<file path="config.mk">
export PLATFORM = sky130hd
export DESIGN_NAME = micro_sequencer_flat
export DESIGN_NICKNAME = d
export VERILOG_FILES = /design/src/rtl/micro_sequencer_if.sv /design/src/rtl/micro_sequencer.sv /design/src/flat_wrapper.sv
export SDC_FILE = /design/constraint.sdc
export NUM_CORES = 1
export LEC_CHECK = 0
export ABC_AREA = 1
export CORE_MARGIN = 3
export CORE_UTILIZATION = 50
export CTS_BUF_LIST = sky130_fd_sc_hd__clkbuf_4 sky130_fd_sc_hd__clkbuf_8
export DETAILED_ROUTE_END_ITERATION = 16
export DONT_BUFFER_PORTS = 1
export HOLD_SLACK_MARGIN = 0.03
export PLACE_DENSITY = 0.72
export SLEW_MARGIN = 20
export SYNTH_ARGS = -nofsm -noshare
export SYNTH_HDL_FRONTEND = slang
export SYNTH_SLANG_ARGS = --single-unit
export TNS_END_PERCENT = 10
</file>
<file path="constraint.sdc">
create_clock -name clk -period 4.3 [get_ports clk]
set_input_delay 0.43 -clock clk [delete_from_list [all_inputs] [get_ports clk]]
set_output_delay 0.43 -clock clk [all_outputs]
set_load 0.1 [all_outputs]
</file>
<file path="src/rtl/micro_sequencer_if.sv">
// Control-store side bundle of the MICRO-1 microprogram sequencer: microword
// sequencing fields and datapath status in, microaddress and stack status out.
interface micro_sequencer_if #(
    parameter int UADDR_W     = 10,
    parameter int STACK_DEPTH = 4,
    parameter int COND_N      = 8,
    parameter int OPCODE_W    = 8
);
    localparam int CSEL_W  = (COND_N > 1) ? $clog2(COND_N) : 1;
    localparam int DEPTH_W = $clog2(STACK_DEPTH + 1);

    logic [2:0]          seq_op;
    logic [UADDR_W-1:0]  seq_target;
    logic [CSEL_W-1:0]   cond_sel;
    logic [COND_N-1:0]   cond_in;
    logic [OPCODE_W-1:0] opcode;
    logic [UADDR_W-1:0]  dispatch_base;
    logic                inbus_valid;
    logic                stall;

    logic [UADDR_W-1:0]  upc;
    logic                waiting;
    logic [DEPTH_W-1:0]  depth;
    logic                stack_overflow;
    logic                stack_underflow;

    modport master (
        output seq_op, seq_target, cond_sel, cond_in, opcode, dispatch_base,
               inbus_valid, stall,
        input  upc, waiting, depth, stack_overflow, stack_underflow
    );

    modport slave (
        input  seq_op, seq_target, cond_sel, cond_in, opcode, dispatch_base,
               inbus_valid, stall,
        output upc, waiting, depth, stack_overflow, stack_underflow
    );
endinterface

</file>
<file path="src/rtl/micro_sequencer.sv">
// MICRO-1 microprogram sequencer: owns the uPC, resolves conditional branches,
// opcode dispatch, input-bus waits and a micro-subroutine return stack.
module micro_sequencer #(
    parameter int                    UADDR_W     = 10,
    parameter int                    STACK_DEPTH = 4,
    parameter int                    COND_N      = 8,
    parameter int                    OPCODE_W    = 8,
    parameter logic [UADDR_W-1:0]    RESET_ADDR  = '0
) (
    input  logic                 clk,
    input  logic                 rst,
    micro_sequencer_if.slave     bus
);
    localparam int DEPTH_W = $clog2(STACK_DEPTH + 1);
    localparam int PTR_W   = (STACK_DEPTH > 1) ? $clog2(STACK_DEPTH) : 1;

    typedef enum logic [2:0] {
        OP_NEXT     = 3'd0,
        OP_JUMP     = 3'd1,
        OP_CJUMP    = 3'd2,
        OP_CNJUMP   = 3'd3,
        OP_CALL     = 3'd4,
        OP_RET      = 3'd5,
        OP_DISPATCH = 3'd6,
        OP_WAIT     = 3'd7
    } seq_op_e;

    seq_op_e             op;
    logic [UADDR_W-1:0]  upc_q, upc_d, upc_inc, dispatch_addr, ret_addr;
    logic [DEPTH_W-1:0]  depth_q, depth_d, depth_m1;
    logic                ovf_q, ovf_d, unf_q, unf_d;
    logic                push_en;
    logic                cond_bit, stack_full, stack_empty;
    logic [PTR_W-1:0]    push_idx, pop_idx;
    logic [UADDR_W-1:0]  stack_mem [STACK_DEPTH];

    assign op            = seq_op_e'(bus.seq_op);
    assign upc_inc       = upc_q + 1'b1;
    assign dispatch_addr = bus.dispatch_base + UADDR_W'(bus.opcode);

    // Selector values past the last implemented condition bit read as false.
    assign cond_bit = (32'(bus.cond_sel) < 32'(COND_N)) ? bus.cond_in[bus.cond_sel] : 1'b0;

    assign stack_full  = (depth_q == DEPTH_W'(STACK_DEPTH));
    assign stack_empty = (depth_q == '0);
    assign depth_m1    = depth_q - 1'b1;
    assign push_idx    = depth_q[PTR_W-1:0];
    assign pop_idx     = depth_m1[PTR_W-1:0];
    assign ret_addr    = stack_mem[pop_idx];

    always_comb begin
        upc_d   = upc_q;
        depth_d = depth_q;
        ovf_d   = ovf_q;
        unf_d   = unf_q;
        push_en = 1'b0;
        if (!bus.stall) begin
            case (op)
                OP_NEXT:     upc_d = upc_inc;
                OP_JUMP:     upc_d = bus.seq_target;
                OP_CJUMP:    upc_d = cond_bit ? bus.seq_target : upc_inc;
                OP_CNJUMP:   upc_d = cond_bit ? upc_inc : bus.seq_target;
                OP_CALL: begin
                    // A call on a full stack still branches; only the return is lost.
                    upc_d = bus.seq_target;
                    if (stack_full) begin
                        ovf_d = 1'b1;
                    end else begin
                        push_en = 1'b1;
                        depth_d = depth_q + 1'b1;
                    end
                end
                OP_RET: begin
                    if (stack_empty) begin
                        upc_d = upc_inc;
                        unf_d = 1'b1;
                    end else begin
                        upc_d   = ret_addr;
                        depth_d = depth_m1;
                    end
                end
                OP_DISPATCH: upc_d = dispatch_addr;
                OP_WAIT:     upc_d = bus.inbus_valid ? upc_inc : upc_q;
            endcase
        end
    end

    always_ff @(posedge clk) begin
        if (rst) begin
            upc_q   <= RESET_ADDR;
            depth_q <= '0;
            ovf_q   <= 1'b0;
            unf_q   <= 1'b0;
        end else begin
            upc_q   <= upc_d;
            depth_q <= depth_d;
            ovf_q   <= ovf_d;
            unf_q   <= unf_d;
        end
    end

    // Return-stack storage carries no reset; occupancy alone defines validity.
    always_ff @(posedge clk) begin
        if (!rst && push_en) begin
            stack_mem[push_idx] <= upc_inc;
        end
    end

    assign bus.upc             = upc_q;
    assign bus.depth           = depth_q;
    assign bus.stack_overflow  = ovf_q;
    assign bus.stack_underflow = unf_q;
    assign bus.waiting         = (op == OP_WAIT) && !bus.inbus_valid && !bus.stall;

endmodule

</file>
<file path="src/flat_wrapper.sv">
// flat-port wrapper written by rule: the top's interface ports become plain ports
module micro_sequencer_flat 
#(
    parameter int                    UADDR_W     = 10,
    parameter int                    STACK_DEPTH = 4,
    parameter int                    COND_N      = 8,
    parameter int                    OPCODE_W    = 8,
    parameter logic [UADDR_W-1:0]    RESET_ADDR  = '0
)
  (clk, rst, bus_seq_op, bus_seq_target, bus_cond_sel, bus_cond_in, bus_opcode, bus_dispatch_base, bus_inbus_valid, bus_stall, bus_upc, bus_waiting, bus_depth, bus_stack_overflow, bus_stack_underflow);
  micro_sequencer_if #(.UADDR_W(UADDR_W), .STACK_DEPTH(STACK_DEPTH), .COND_N(COND_N), .OPCODE_W(OPCODE_W)) bus_i ();
  input  logic clk;
  input  logic rst;
  input wire logic [$bits(bus_i.seq_op)-1:0] bus_seq_op;
  input wire logic [$bits(bus_i.seq_target)-1:0] bus_seq_target;
  input wire logic [$bits(bus_i.cond_sel)-1:0] bus_cond_sel;
  input wire logic [$bits(bus_i.cond_in)-1:0] bus_cond_in;
  input wire logic [$bits(bus_i.opcode)-1:0] bus_opcode;
  input wire logic [$bits(bus_i.dispatch_base)-1:0] bus_dispatch_base;
  input wire logic [$bits(bus_i.inbus_valid)-1:0] bus_inbus_valid;
  input wire logic [$bits(bus_i.stall)-1:0] bus_stall;
  output wire logic [$bits(bus_i.upc)-1:0] bus_upc;
  output wire logic [$bits(bus_i.waiting)-1:0] bus_waiting;
  output wire logic [$bits(bus_i.depth)-1:0] bus_depth;
  output wire logic [$bits(bus_i.stack_overflow)-1:0] bus_stack_overflow;
  output wire logic [$bits(bus_i.stack_underflow)-1:0] bus_stack_underflow;
  assign bus_i.seq_op = bus_seq_op;
  assign bus_i.seq_target = bus_seq_target;
  assign bus_i.cond_sel = bus_cond_sel;
  assign bus_i.cond_in = bus_cond_in;
  assign bus_i.opcode = bus_opcode;
  assign bus_i.dispatch_base = bus_dispatch_base;
  assign bus_i.inbus_valid = bus_inbus_valid;
  assign bus_i.stall = bus_stall;
  assign bus_upc = bus_i.upc;
  assign bus_waiting = bus_i.waiting;
  assign bus_depth = bus_i.depth;
  assign bus_stack_overflow = bus_i.stack_overflow;
  assign bus_stack_underflow = bus_i.stack_underflow;
  micro_sequencer #(.UADDR_W(UADDR_W), .STACK_DEPTH(STACK_DEPTH), .COND_N(COND_N), .OPCODE_W(OPCODE_W), .RESET_ADDR(RESET_ADDR)) u_core (.clk(clk), .rst(rst), .bus(bus_i));
endmodule
</file>
Word level (Yosys, flattened, before mapping)
Memories as Yosys holds them, arrays and structs flattened.
Index checks and enable logic that the tools add are counted.
{ "word_totals": {"ram_bits": 40, "inputBits": 46, "out_inout_bits": 16, "elab_cells": 51, "register_bits": 15, "memories": 1} }
{ "memory_table": {"columns": ["memory", "depth", "word_bits", "rd", "rd_clocked_by_memory_dff", "wr", "line_no", "text"], "rows": [
  ["u_core.stack_mem", 4, 10, 1, 0, 1, "micro_sequencer.sv:35", "logic [UADDR_W-1:0] stack_mem [STACK_DEPTH];"]
]} }
{ "classes": {"order_cmp": 1, "reduce_logical": 14, "mux": 15, "add_sub_neg": 4, "eq_ne": 11, "bitwise_logic": 1} }
{ "ops": {"columns": ["operator", "count"], "rows": [
  ["10-bit one-hot mux with 7 select lines", 1],
  ["10-bit 2-to-1 mux", 4],
  ["3-bit equality test, second input constant", 5],
  ["10-bit by 1-bit adder with 10-bit output, second input constant", 1],
  ["10-bit by 8-bit adder with 10-bit output", 1],
  ["3-bit by 2-bit equality test with 1-bit output, second input constant", 2],
  ["3-bit zero test", 2],
  ["1-bit 2-to-1 mux", 6],
  ["3-bit 2-to-1 mux", 2],
  ["2-bit != test, second input constant", 3],
  ["3-bit one-hot mux with 2 select lines", 1],
  ["3-bit AND reduction", 2],
  ["3-bit by 4-bit < comparator with 1-bit output, second input constant", 1],
  ["4-bit AND reduction", 1],
  ["3-bit by 1-bit adder with 3-bit output, second input constant", 1],
  ["1-bit binary-select mux with 3-bit select", 1],
  ["3-bit by 1-bit equality test with 1-bit output, second input constant", 1],
  ["1-bit logical AND", 3],
  ["1-bit zero test", 3],
  ["3-bit by 1-bit subtractor with 3-bit output, second input constant", 1],
  ["2-bit AND reduction", 1],
  ["2-bit nonzero test", 1],
  ["2-bit OR reduction", 1],
  ["1-bit inverter", 1]
]} }

Depth between registers and ports, before layout
Gate-level depths: netlist (run 1).
{ "logic_depth": {"depth_word": 7, "ltp_mapped": 13} }

Worst setup path after synthesis (run 1)
No wires, ideal clock.
{ "synth_timing": {"kind": "register to register", "startpoint": "register u_core.depth_q[0], in the netlist u_core.bus.depth[0]", "endpoint": "memory u_core.stack_mem[1][0], enable pin", "path_stages_with_launch": 8, "required_ps": 3924, "path_slack_ps": 1425, "t_arrival_ps": 2499, "synth_period_minus_slack_ps": 2875, "setup_time_ps": 376, "path_cell_list": "dfxtp_1 -> inv_1 -> buf_2 -> ha_1 -> ha_1 -> inv_1 -> nand4_1 -> nor2_1"} }
{ "synth_via": {"elab_chain_len": 7} }
{ "synth_rtl": {"columns": ["item", "line_no", "text"], "rows": [
  ["from (decl)", "micro_sequencer.sv:30", "logic [DEPTH_W-1:0] depth_q, depth_d, depth_m1;"],
  ["from (signal assigned)", "micro_sequencer.sv:96", "depth_q <= depth_d;"],
  ["3-bit equality test", "micro_sequencer.sv:44", "assign stack_full = (depth_q == DEPTH_W'(STACK_DEPTH));"],
  ["1-bit 2-to-1 mux", "micro_sequencer.sv:66", "if (stack_full) begin"],
  ["1-bit 2-to-1 mux", "micro_sequencer.sv:58", "case (op)"],
  ["1-bit 2-to-1 mux", "micro_sequencer.sv:57", "if (!bus.stall) begin"],
  ["1-bit logical AND", "micro_sequencer.sv:104", "if (!rst && push_en) begin"],
  ["1-bit 2-to-1 mux", "micro_sequencer.sv:104", null],
  ["1-bit 2-to-1 mux (not written as such)", "micro_sequencer.sv:105", "stack_mem[push_idx] <= upc_inc;"],
  ["to (decl)", "micro_sequencer.sv:35", null]
]} }
Parallel ways exist; a longest one is shown, timed or not.

Worst setup path after layout (run 1)
{ "layout_timing": {"startpoint": "register u_core.depth_q[1], in the netlist u_core.bus.depth[1]", "endpoint": "memory u_core.stack_mem[0][2], enable pin"} }
Same word-level chain as after synthesis.

==> summary.md, run 1 <==
| Metric | Value |
|---|---|
| RD Place Congestion | `just over 0.9` |
| Unique masters post-synth | `39` |
| Core area | `6420 µm²` |
| R2R cell count | `7` |
| Worst endpoint data arrival time | `~2.5 ns` |
| Critical path class | `register to register` |
| Max clock buf depth | `2` |
| Cells after DPL | `between 400 and 500` |
| Gr ovfl total | `0` |
| Initial core utilization | `between 50% and 60%` |
| Die Width | `slightly below 90 µm` |
| Clock power share | `about a quarter` |
| Final period util | `a little under 60%` |
| Routed WL per cell | `roughly 16 µm` |
| Vias in the first global route | `around 2600` |
| Post-DP HPWL | `between 6000 and 7000 µm` |
| Nets | `around 490` |
| Most used DFF post-synth | `edfxtp_1` |
| RSZ-0062 raised after global routing | `no` |
| Io pins | `between 60 and 70` |
| Status | `complete, no violations` |
| Critical path startpoint | `u_core.bus.depth[1]$_SDFFE_PP0P_` |
| Share of layout cells above drive strength 1 | `10.4%` |
| Postcts setup bufs | `0` |
| DRT Pass-1 Iters | `5` |
| Placement Rows | `29` |
| Worst-Skew Late Latency | `0.31 ns` |
| Worst Path Max Fanout | `10` |
| TritonCTS clock tree | `yes` |
| Worst setup EP type | `register` |
| Synthesized area per cell | `8.04 µm²` |
| DRT antenna net count | `0` |
| Fin crit period | `~2.5 ns` |
| Peak VDD IR | `138 µV` |
| Mapped Nets | `between 400 and 500` |
| Maxcap violations | `0` |
| CP max stage delay | `around 0.73 ns` |
| Largest cells by area after synthesis | `edfxtp_1 (36%), nand2_1 (11%), dfxtp_1 (9.0%)` |
| Min-delay worst type | `input port to register` |
| Port Buffers | `0` |
| Total Wirelength | `7810 µm` |
| P_int | `slightly above 0.0008 W` |
| Sequential-to-total area share from yosys stat | `between 40% and 50%` |
| Comb pwr share | `roughly a fifth` |
| Worst-path cell chain | `buf_4 > inv_1 > ha_1 > ha_1 > inv_1 > nand4_1 > nor2_1` |
| Sw power | `0.000387 W` |
| Pleak | `~1.6 nW` |
| Vias | `roughly 2800` |
| Clock root cell | `clkbuf_8` |
| Yosys top cell by area | `edfxtp_1` |
| Switching share of power | `roughly a third` |
| Total power per unit cell area | `approximately 340 nW/µm²` |
| Reg-to-reg setup timing slack | `between 1.5 and 2 ns` |
| Async set-reset flop share out of synthesis | `0%` |
| Hold bufs inserted after CTS | `0` |
| Post-Layout Cell Count | `between 500 and 600` |
| Total CTS buffers | `5` |
| Register bit total from synthesis | `55` |
| Setup crit end | `u_core.stack_mem[0][2]$_DFFE_PP_` |
| Fin. Hold Viols | `0` |
| # fillers | `around 610` |
| Mapped Area | `~3300 µm²` |
| Worst EP required | `4.24 ns` |
| # DRC | `0` |
| Vias per cell | `5.54` |
| Antenna diodes | `0` |
| Post-synth EDFFs | `40` |
| DRT iter0 DRCs | `around 120` |
| Clk slew on worst S/H paths | `around 0.09 ns` |
| Fin Clk Skew | `about 0.013 ns` |
| Share of the synthesized area in the top cell type | `roughly 36%` |
| Max-slew violations | `0` |
| Htree depth | `2` |
| Synth Warn # | `0` |
| First-pass GRT wire length | `12700 µm` |
| Setup_tns | `0 ns` |
| Worst Tran Pin Value | `around 1.1 ns` |
| Tot GR Track Use | `21.4%` |
| Largest net degree at the start of global routing | `26` |
| # setup viols final | `0` |
| Startpoint Class | `register` |
| Slowest-stage cell, CP | `nor2_1` |
| Die area | `7710 µm²` |
| Layout area overhead | `6.36%` |
| Critical R2R Capture | `u_core.stack_mem[0][2]$_DFFE_PP_` |
| Resize count post-CTS | `0` |
| Headroom to the max-slew limit | `~29%` |
| Die H | `87.8 µm` |
| Initial antenna violation count | `0` |
| Gate count of the mapped netlist | `approximately 420` |
| Max Fclk | `395 MHz` |
| Sequential share of power | `~53%` |
| CTS Sinks | `55` |
| Worst hold margin | `around 0.19 ns` |
| Worst R2R Start | `u_core.bus.depth[1]$_SDFFE_PP0P_` |
## metal layers
metal / track usage, % / part of all wire [%]
met1: 29.0 / 44
met2: 34.6 / 47
met3: 4.89 / 7.4
met4: 5.58 / 1.8
met5: 0 / 0
## Yosys cell counts (2+ instances only)
master,n
o22ai_1,3
dfxtp_1,15
clkinv_1,2
a21oi_1,19
or2_2,2
inv_2,5
edfxtp_1,40
ha_1,15
nand3_2,3
a22oi_1,2
xnor2_1,3
nor3_1,2
inv_1,44
nand4_1,6
xor2_1,7
inv_4,2
nand3b_1,2
buf_2,4
o21ai_0,18
o21ai_1,9
nor2_2,4
nand2_2,7
nand2_1,101
nor2_1,39
nand3_1,48
## power groups by stage
stage          logic [W]  clock network [W]  registers, W
5_1_grt         0.000278           0.000331      0.000635
3_3_place_gp    0.000244                  0      0.000645
4_1_cts         0.000248           0.000314      0.000633
6_report        0.000248           0.000312      0.000633
3_5_place_dp    0.000247                  0      0.000645
2_1_floorplan   0.000157                  0      0.000682
## stage by stage
stage | util (%) | setup slack [ns] | power, W | area (µm²)
final | 55.4 | 1.77 | 0.00119 | 3560
after global routing | 55.4 | 1.54 | 0.00124 | 3560
after CTS | 55.4 | 1.77 | 0.00120 | 3560
after detailed placement | 53.8 | 1.78 | 0.000893 | 3460
after global placement | 53.8 | 1.85 | 0.000889 | 3460
after floorplan | - | 1.42 | 0.000839 | 3350
## state kept, by name (all words and copies together) (netlist names)
| register | flops |
|---|---|
| u_core.stack_mem | 40 |
| u_core.bus.depth | 3 |
| u_core.bus.stack_underflow | 1 |
| u_core.bus.stack_overflow | 1 |
| u_core.bus.upc | 10 |
## layout make-up
class	instances	area, µm²	area share, %
multi-input cells	301	1600	45.0
flip-flops and latches	55	1500	42.2
inverters	53	204	5.73
clock buffers	7	96.3	2.71
well taps	77	96.3	2.71
repair buffers	7	52.6	1.48
clock inverters	1	6.26	0.176
## layout by cell type, fill, tap and decap left out, drive strengths merged, types with 3 or more instances in the layout
master / count
xor2: 7
nand4: 6
o22ai: 3
ha: 15
nor2: 44
nand3: 52
a21oi: 19
edfxtp: 40
dfxtp: 15
xnor2: 3
o21ai: 27
buf: 7
clkbuf: 7
nand2: 109
inv: 52
## critical path: cells and delay by family, from the launching register on
kind	cells	cell delay, ns
simple gates	2	0.90
buf+inv	3	0.51
fa+ha+maj	2	0.43
flops	1	0.32
## worst min path at each step
| stage | endpoint | cells after the start | slack (ns) | from |
|---|---|---|---|---|
| after global placement | u_core.bus.stack_underflow$_SDFFE_PP0P_ | 1 | 0.50 | rst |
| final | u_core.bus.stack_underflow$_SDFFE_PP0P_ | 1 | 0.19 | rst |
| after global routing | u_core.bus.stack_underflow$_SDFFE_PP0P_ | 1 | 0.18 | rst |
| after floorplan | u_core.bus.stack_underflow$_SDFFE_PP0P_ | 1 | 0.50 | rst |
| after CTS | u_core.bus.stack_underflow$_SDFFE_PP0P_ | 1 | 0.19 | rst |
| after detailed placement | u_core.bus.stack_underflow$_SDFFE_PP0P_ | 1 | 0.51 | rst |
## cell families (layout without fill, tap and decap cells)
kind of cell | Yosys count | after routing | share of synthesized area (%)
AO/OA/AOI/OAI | 57 | 57 | 9.27
XOR/XNOR | 10 | 10 | 2.62
buffers and inverters | 60 | 68 | 7.37
flip-flops | 55 | 55 | 44.9
adder cells (fa/ha/maj) | 16 | 16 | 6.21
AND/OR/NAND/NOR | 218 | 218 | 29.7
Power figures use the tool's default switching activity.
==> run 2: changes to the inputs <==
PLACE_DENSITY = 0.75   (was 0.72)
clock period = 2.3 ns   (was 4.3 ns; I/O delays follow)
==> summary.md, run 2 (synthesis gave the netlist of run 1 again) <==
| Metric | Value |
|---|---|
| Die H | `87.8 µm (unchanged)` |
| Final period util | `87.2% (+28 points)` |
| Placement Rows | `29 (unchanged)` |
| Total CTS buffers | `5 (unchanged)` |
| Global Route met1 Usage | `28.2% (-0.73 points)` |
| Clock root cell | `clkbuf_8` |
| P_int | `0.00147 W (+82%)` |
| Max Fclk | `499 MHz (+26%)` |
| Worst hold margin | `0.0847 ns (-0.103 ns)` |
| Commonest cells after routing, fill and taps aside | `nand2_1 (101), nand3_1 (48), inv_1 (44), edfxtp_1 (40), nor2_1 (34)` |
| Fin Clk Skew | `0.0106 ns (-0.00195 ns)` |
| Antenna diodes | `0 (unchanged)` |
| Max reg flops | `40 (unchanged)` |
| Routed WL per cell | `14.7 µm (-5.6%)` |
| RD Place Congestion | `0.920 (+0.26%)` |
| Post-route cell area | `3670 µm² (+3.1%)` |
| Die Width | `87.8 µm (unchanged)` |
| Layout area overhead | `9.65%` |
| Worst-path cell chain | `inv_1 > ha_1 > ha_1 > inv_1 > nand4_1 > nor2_2` |
| Htree depth | `2 (unchanged)` |
| DRT antenna net count | `0 (unchanged)` |
| Postcts setup bufs | `0 (unchanged)` |
| # DRC | `0 (unchanged)` |
| Total power per unit cell area | `600 nW/µm² (+79%)` |
| Worst endpoint data arrival time | `1.96 ns (-0.51 ns)` |
| DRT Pass-1 Iters | `4 (-1)` |
| Vias per cell | `5.41 (-2.3%)` |
| Fin. Hold Viols | `0 (unchanged)` |
| DRT iter0 DRCs | `161 (+38%)` |
| CTS Sinks | `55 (unchanged)` |
| Initial antenna violation count | `0 (unchanged)` |
| Total Wirelength | `7590 µm (-2.9%)` |
| Startpoint Class | `register` |
| Clock power share | `24.2% (-2.0 points)` |
| RSZ-0062 raised after global routing | `no` |
| DP Area | `3570 µm² (+3.2%)` |
| Peak VDD IR | `303 µV (+120%)` |
| Post-Layout Cell Count | `515 (+2.8%)` |
| Largest net degree at the start of global routing | `26 (unchanged)` |
| FF/Latch Area | `1510 µm² (+0.25%)` |
| Die area | `7710 µm² (unchanged)` |
| CP max stage delay | `0.49 ns (-0.24 ns)` |
| Most common cell after layout, fill and taps aside | `nand2_1` |
| Hold path depth | `3 (+2)` |
| Max clock buf depth | `2 (unchanged)` |
| Worst Min Path Start | `rst` |
| Worst setup EP type | `register` |
| Worst EP required | `2.25 ns (-1.99 ns)` |
| Cells after DPL | `506 (+2.6%)` |
| Fin crit period | `2.01 ns (-0.524 ns)` |
| Slowest-stage cell, CP | `nor2_2` |
| Met2 GRT Util | `33.4% (-1.2 points)` |
| Nets | `499 (+2.9%)` |
| Clk slew on worst S/H paths | `0.10 ns (about the same)` |
| Min-delay worst type | `input port to register` |
| TritonCTS clock tree | `yes` |
| Most used routing layer | `met2` |
| # fillers | `591 (-2.6%)` |
| Comb pwr share | `25.3% (+4.5 points)` |
| Core area | `6420 µm² (unchanged)` |
| Sequential share of power | `50.5% (-2.5 points)` |
| Tot GR Track Use | `20.7% (-0.67 points)` |
| Crit-path leading delay family | `simple AND/OR/NAND/NOR gates` |
| Worst R2R Start | `u_core.bus.depth[0]$_SDFFE_PP0P_` |
| Switching share of power | `33.2% (+0.78 points)` |
| Setup ws final | `0.295 ns (-1.48 ns)` |
| R2R cell count | `6 (-1)` |
| CP Buf/Inv Count | `2 (-1)` |
| Sw power | `0.000732 W (+89%)` |
| Critical R2R Capture | `u_core.stack_mem[1][2]$_DFFE_PP_` |
| Post-DP HPWL | `6060 µm (-0.85%)` |
| Critical path class | `register to register` |
| Biggest register | `u_core.stack_mem` |
| Hold EP | `u_core.bus.upc[0]$_SDFFE_PP0P_` |
| Worst Path Max Fanout | `10 (unchanged)` |
| First-pass GRT wire length | `12300 µm (-3.1%)` |
| Pleak | `1.62 nW (+4.3%)` |
| Initial core utilization | `52.1% (unchanged)` |
| Worst-Skew Late Latency | `0.31 ns (about the same)` |
| Multi-input gate area | `1610 µm² (+0.63%)` |
| Max-slew violations | `0 (unchanged)` |
| Reg-to-reg setup timing slack | `0.29 ns (-1.48 ns)` |
| Vias in the first global route | `2569 (-3.0%)` |
| Headroom to the max-slew limit | `64.6% (+36 points)` |
| Status | `complete, no violations` |
| Worst slack, placed | `0.307 ns (-1.48 ns)` |
| Share of layout cells above drive strength 1 | `14.2% (+3.8 points)` |
| # setup viols final | `0 (unchanged)` |
| M3 GR Usage | `4.14% (-0.75 points)` |
| Maxcap violations | `0 (unchanged)` |
| Worst Tran Pin Value | `0.529 ns (-0.539 ns)` |
| Io pins | `62 (unchanged)` |
| Port Buffers | `0 (unchanged)` |
| Gr ovfl total | `0 (unchanged)` |
| Vias | `2785 (+0.40%)` |
run 2: changes by cell type in the layout (fill, tap and decap cells not counted), sizes merged:
cell	previous run	this run
dlygate4sd3	0	1
clkbuf	7	5
buf	7	20
clkinv	2	3
inv	52	53
run 2: how the worst max path moves through the flow:
| stage | start | end | cells after the start |
|---|---|---|---|
| 2_1_floorplan | u_core.bus.upc[1]$_SDFFE_PP0P_ | u_core.bus.upc[8]$_SDFFE_PP0P_ | 11 |
| 3_3_place_gp | u_core.bus.depth[0]$_SDFFE_PP0P_ | u_core.stack_mem[1][1]$_DFFE_PP_ | 6 |
| 3_5_place_dp | u_core.bus.depth[0]$_SDFFE_PP0P_ | u_core.stack_mem[3][9]$_DFFE_PP_ | 6 |
| 4_1_cts | u_core.bus.depth[0]$_SDFFE_PP0P_ | u_core.stack_mem[3][3]$_DFFE_PP_ | 6 |
| 5_1_grt | u_core.bus.depth[1]$_SDFFE_PP0P_ | u_core.stack_mem[1][2]$_DFFE_PP_ | 6 |
| 6_report | u_core.bus.depth[0]$_SDFFE_PP0P_ | u_core.stack_mem[1][2]$_DFFE_PP_ | 6 |
run 2: through the flow:
step	util, %	power (W)	setup TNS, ns
finish	57.1	0.00220	0
floorplan	-	0.00157	-0.0378
global placement	55.5	0.00168	0
CTS	57.1	0.00222	0
detailed placement	55.5	0.00169	0
global route	57.1	0.00232	0
run 2: layout make-up:
type	count	area share, %
Clock buffer	5	1.88
Clock inverter	3	0.614
Timing Repair Buffer	21	4.37
Tap cell	77	2.63
Inverter	53	5.56
Sequential cell	55	41.1
Multi-Input combinational cell	301	43.9
run 2: worst register-to-register path, cell delays in order (launching register included):
cell	delay, ns
dfxtp_4	0.35
inv_1	0.04
ha_1	0.23
ha_1	0.18
inv_1	0.09
nand4_1	0.27
nor2_2	0.49
run 2: what timing repair did:
| action | CTS | global route |
|---|---|---|
| endpoints found under the hold margin | 1 | 0 |
| hold buffers | 1 | 0 |
| gates resized for setup | 0 | 0 |
run 2: power by group through the flow:
stage | combinational (W) | clock (W) | sequential, W
final | 0.000556 | 0.000533 | 0.00111
after floorplan | 0.000294 | 0 | 0.00128
after CTS | 0.000555 | 0.000549 | 0.00111
after global routing | 0.000611 | 0.000593 | 0.00112
after detailed placement | 0.000552 | 0 | 0.00114
after global placement | 0.000546 | 0 | 0.00114
run 2: routing by layer:
layer  vias up  share of wire (%)  routed length, µm
li1       1429                  -                  -
met3         9                7.0                530
met4         0                2.1                163
met5         -                  0                  0
met2       100                 47               3550
met1      1247                 44               3340
==> edit 1: new RTL, config.mk and constraints of run 1 <==
`OPCODE_W` is set to 8 in 3 places; all go to 6.
--- a/src/rtl/micro_sequencer_if.sv
+++ b/src/rtl/micro_sequencer_if.sv
@@ -5,5 +5,5 @@
     parameter int STACK_DEPTH = 4,
     parameter int COND_N      = 8,
-    parameter int OPCODE_W    = 8
+    parameter int OPCODE_W    = 6
 );
     localparam int CSEL_W  = (COND_N > 1) ? $clog2(COND_N) : 1;
--- a/src/rtl/micro_sequencer.sv
+++ b/src/rtl/micro_sequencer.sv
@@ -5,5 +5,5 @@
     parameter int                    STACK_DEPTH = 4,
     parameter int                    COND_N      = 8,
-    parameter int                    OPCODE_W    = 8,
+    parameter int                    OPCODE_W    = 6,
     parameter logic [UADDR_W-1:0]    RESET_ADDR  = '0
 ) (
--- a/src/flat_wrapper.sv
+++ b/src/flat_wrapper.sv
@@ -5,5 +5,5 @@
     parameter int                    STACK_DEPTH = 4,
     parameter int                    COND_N      = 8,
-    parameter int                    OPCODE_W    = 8,
+    parameter int                    OPCODE_W    = 6,
     parameter logic [UADDR_W-1:0]    RESET_ADDR  = '0
 )
Interface: changed (resized bus_opcode); port bits go from 62 to 60. No check against the original RTL was run, so the function may have changed too.
==> edit 1 against run 1 <==
Routed wire length grew 10%; cell area is 2.3% higher; sequential power rose by 3%; synthesized area rose by 2.0%; worst setup slack got worse by 0.21 ns; combinational power down 10%; sequential cell count unchanged; power increased by 1.5%; die area increased by 1.9%; global-route usage rose by 1.6 points.
==> edit 1: results (changes against run 1) <==
** Timing
- The worst clock skew came to 0.0132 ns (+0.000723 ns).
- Final critical delay including setup and external delays :: 2.74 ns (+0.214 ns)

** Global route
- The met3 track demand over resource was 4.56% (-0.33 points).
- The via count of the first global-routing pass was 2,857 (+7.9%).
- All-layer global routing usage :: 22.9% (+1.6 points)
- Met2 routing resource usage after global routing :: 39.0% (+4.4 points)
- Global-route wire length before repair :: 13.7 mm (+7.6%)
- The global-route track usage on met1 was 29.0% (about the same).
- The pin count of the biggest net entering global routing was 23 (-12%).

** Placed design
- GP Congestion :: 0.882 (-3.9%)
- The post-detailed-placement cell area was 3530 sq um (+2.2%).
- Post-place setup slack :: 1.62 ns (-0.167 ns)
- Half-perimeter wire length of the detailed placement result :: 6.44 mm (+5.4%)
- Dpl cells :: 516 (+4.7%)

** Synth
- Synth Area in Adders :: 5.35% (-0.86 points)
- Library cells used by synthesis :: 41 (+5.1%)
- Ranked by total cell area, the synthesized netlist is headed by edfxtp_1 (35%), nand2_1 (13%), dfxtp_1 (8.8%).
- The sequential area share after synthesis is 44.0% (-0.89 points).
- Mapped Nets :: 498 (+4.2%)
- The post-synthesis share of cell area spent on xor and xnor gates came to 1.80% (-0.82 points).
- Post-synthesis compound-gate area fraction :: 9.71% (+0.44 points)
- Commonest cells in the synthesized netlist :: nand2_1 (120), inv_1 (57), nand3_1 (53), edfxtp_1 (40), nor2_1 (36)

** Route
- Met2 wire length :: 4.21 mm (+14%)
- Violation count after the first detailed-route iteration :: 248 (+110%)
- The length of routed wiring on met1 is 3.67 mm (+7.7%).
- Metal3 WL :: 485 microns (-16%)
- The routed length per instance is 16.4 microns (+5.3%).
- The via count of the routed design was 2,976 (+7.3%).

** Cells and area
- Final cell count without fillers :: 524 (+4.6%)
- Fraction of final layout cells with drive strength greater than 1 :: 8.28% (-2.1 points)

** Setup path
- Worst path arrival time :: 2.96 ns (+0.49 ns)
- The critical path ends at u_core.bus.upc[7].
- Path depth of the worst reg2reg path :: 10 (+3)
- The largest fanout on the critical path was 8 (-2).
- RR Startpoint :: u_core.bus.upc[0]

** Power and ir drop
- The cell leakage power is 0.00163 uW (+4.4%).
- NetSw :: 388 uW (+0.27%)
- Worst vdd rail ir drop :: 0.309 mV (+120%)

** Run status
- Result of the run :: finished clean
[edit 1: changes by cell type after synthesis, sizes merged, moves of 3 or more]
cell / before / now
nand3: 52 / 56
nand2: 109 / 123
inv: 51 / 62
xnor2: 3 / 0
nand4: 6 / 3
o21ai: 27 / 24
[edit 1: worst max-delay path: stages (launching register included)]
cell     delay, ns
dfxtp_1       1.04
inv_1         0.41
nor2_2        0.28
nand3_1       0.12
and2_1        0.29
nand3_1       0.12
nand3_1       0.07
nor2_1        0.10
nand3_1       0.09
nand2_1       0.08
inv_1         0.04
[edit 1: layout make-up]
type / count / area, sq um
multi-input cells: 313 / 1620
clock buffers: 5 / 68.8
flip-flops and latches: 55 / 1500
clock inverters: 3 / 38.8
repair buffers: 8 / 77.6
fillers: 579 / 2850
well taps: 77 / 96.3
inverters: 63 / 236
[edit 1: power by group through the flow]
stage | logic, uW | registers [uW] | clock network [uW]
after global routing | 249 | 650 | 360
final | 223 | 649 | 341
after global placement | 214 | 661 | 0
after CTS | 221 | 648 | 338
after detailed placement | 220 | 661 | 0
after floorplan | 148 | 681 | 0
[edit 1: how the worst min path moves through the flow]
stage | to | slack (ns) | cells after the start
global route | u_core.bus.depth[1] | 0.16 | 1
finish | u_core.bus.depth[1] | 0.17 | 1
global placement | u_core.bus.depth[1] | 0.50 | 1
CTS | u_core.bus.depth[1] | 0.17 | 1
detailed placement | u_core.bus.depth[1] | 0.50 | 1
floorplan | u_core.bus.stack_overflow | 0.60 | 3
[edit 1: stage by stage]
step	power (uW)	hold slack (ns)	util (%)
after floorplan	829	0.605	-
after global placement	875	0.502	54.4
after detailed placement	880	0.504	54.4
after CTS	1210	0.172	56.1
after global routing	1260	0.165	56.1
final	1210	0.174	56.1
==> edit 2: new RTL, settings of run 1 <==
Without the edit above. Reset style: asynchronous (`rst`), changed in one clocked block.
--- a/src/rtl/micro_sequencer.sv
+++ b/src/rtl/micro_sequencer.sv
@@ -86,5 +86,5 @@
     end
 
-    always_ff @(posedge clk) begin
+    always_ff @(posedge clk or posedge rst) begin
         if (rst) begin
             upc_q   <= RESET_ADDR;
Function: differs if rst is asserted again (counterexample within 4 cycles, from zero or initial values and one cycle with rst high); with rst held inactive, the same outputs for 10 cycles.
==> edit 2 against run 1 <==
Worst setup slack got worse by 0.24 ns; synthesized area rose by 3.6%; utilization rose by 1.1 points; routed wire length rose by 2.7%; sequential cell count did not move; hold slack got worse by 0.094 ns; cell area rose by 3.7%; critical path type unchanged.
Power is not compared: it rests on default switching activity, and its combinational part moved more than twofold at a synthesized area within 25%.
==> edit 2: results (changes against run 1) <==
** Route
- The routed wire length on met3 is 557 microns (-3.1%).
- The via density per instance came to 5.53 (-0.19%).
- The routed length per instance was 15.1 microns (-2.9%).
- The via count of the routed design came to 2,929 (+5.6%).

** Cells and area
- Share of the final layout cell area in multi-input gates :: 44.4% (-0.57 points)
- The fraction of layout cells with a size suffix above 1 came to 7.06% (-3.3 points).
- The proportion of cell area spent on the clock network came to 2.27% (-0.61 points).
- The clock buffer count came to 6 (-1).
- Signal buffers share of area :: 1.90% (+0.42 points)
- Multi-input logic cell count :: 323 (+7.3%)

** Timing
- Slew at the pin closest to its max-slew limit :: 1.08 ns (+0.0121 ns)
- The worst clock skew was 0.00704 ns (-0.00546 ns).
- Fin Hold WS :: 0.0938 ns (-0.0943 ns)
- Post-route worst setup slack :: 1.53 ns (-0.236 ns)

** Global route
- Number of global-route vias before repair :: 2,632 (-0.64%)
- Grt met1 use :: 27.9% (-1.1 points)
- The wire length of the first global-routing pass was 12.8 mm (+0.43%).
- All-layer global routing usage :: 21.2% (-0.19 points)

** Synth
- Share of flip-flops with an asynchronous set or reset :: 27.3% (+27 points)
- The share of synthesized cell area in full adder, half adder and majority cells is 5.99% (-0.21 points).
- Sequential share of the synthesized area :: 45.5% (+0.63 points)
- Library cells used by synthesis :: 36 (-7.7%)
- The area fraction in compound gates after synthesis is 7.55% (-1.7 points).
- Area share of xor/xnor cells in the synthesized design :: 2.02% (-0.60 points)

** Placed design
- Post-place setup slack :: 1.54 ns (-0.242 ns)

** Setup path
- The setup slack on the worst flop-to-flop path is 1.53 ns (-0.24 ns).
- In this run the critical register-to-register path is captured at u_core.stack_mem[3][9].
- Max Fanout on Critical Path :: 23 (+13)
- Worst path arrival time :: 2.70 ns (+0.23 ns)

** Run status
- Result of the run :: finished clean
-- edit 2: cell types whose count changed in the layout (fill, tap and decap cells not counted), sizes merged, moves of 2 or more --
cell   delta
a22oi     -2
a31oi     +2
dfrtp    +15
dfxtp    -15
inv       +7
nand2    +29
nand3     +6
nand4     -2
nor2      +4
o21ai    -16
xor2      -2
-- edit 2: critical path, cell delays in order, from the launching register on --
cell and delay (ns):
dfrtp_1 0.34, buf_4 0.43, inv_1 0.12, ha_1 0.26, ha_1 0.21, inv_1 0.08
nand4_1 0.17, nor2_1 0.78
-- edit 2: report_power, final --
part	total, uW	switching, uW	leakage, uW	internal, uW
Clock	277	159	0.0000437	118
Combinational	873	627	0.00110	246
Sequential	998	330	0.000534	668
Total	2150	1120	0.00168	1030
-- edit 2: through the flow --
step                      utilization [%]  cell area [sq um]  total power, uW
after global placement               55.2               3610             1860
final                                56.5               3690             2150
after CTS                            56.5               3690             2150
after floorplan                         -               3460             1670
after detailed placement             55.2               3610             1880
after global routing                 56.5               3690             2280
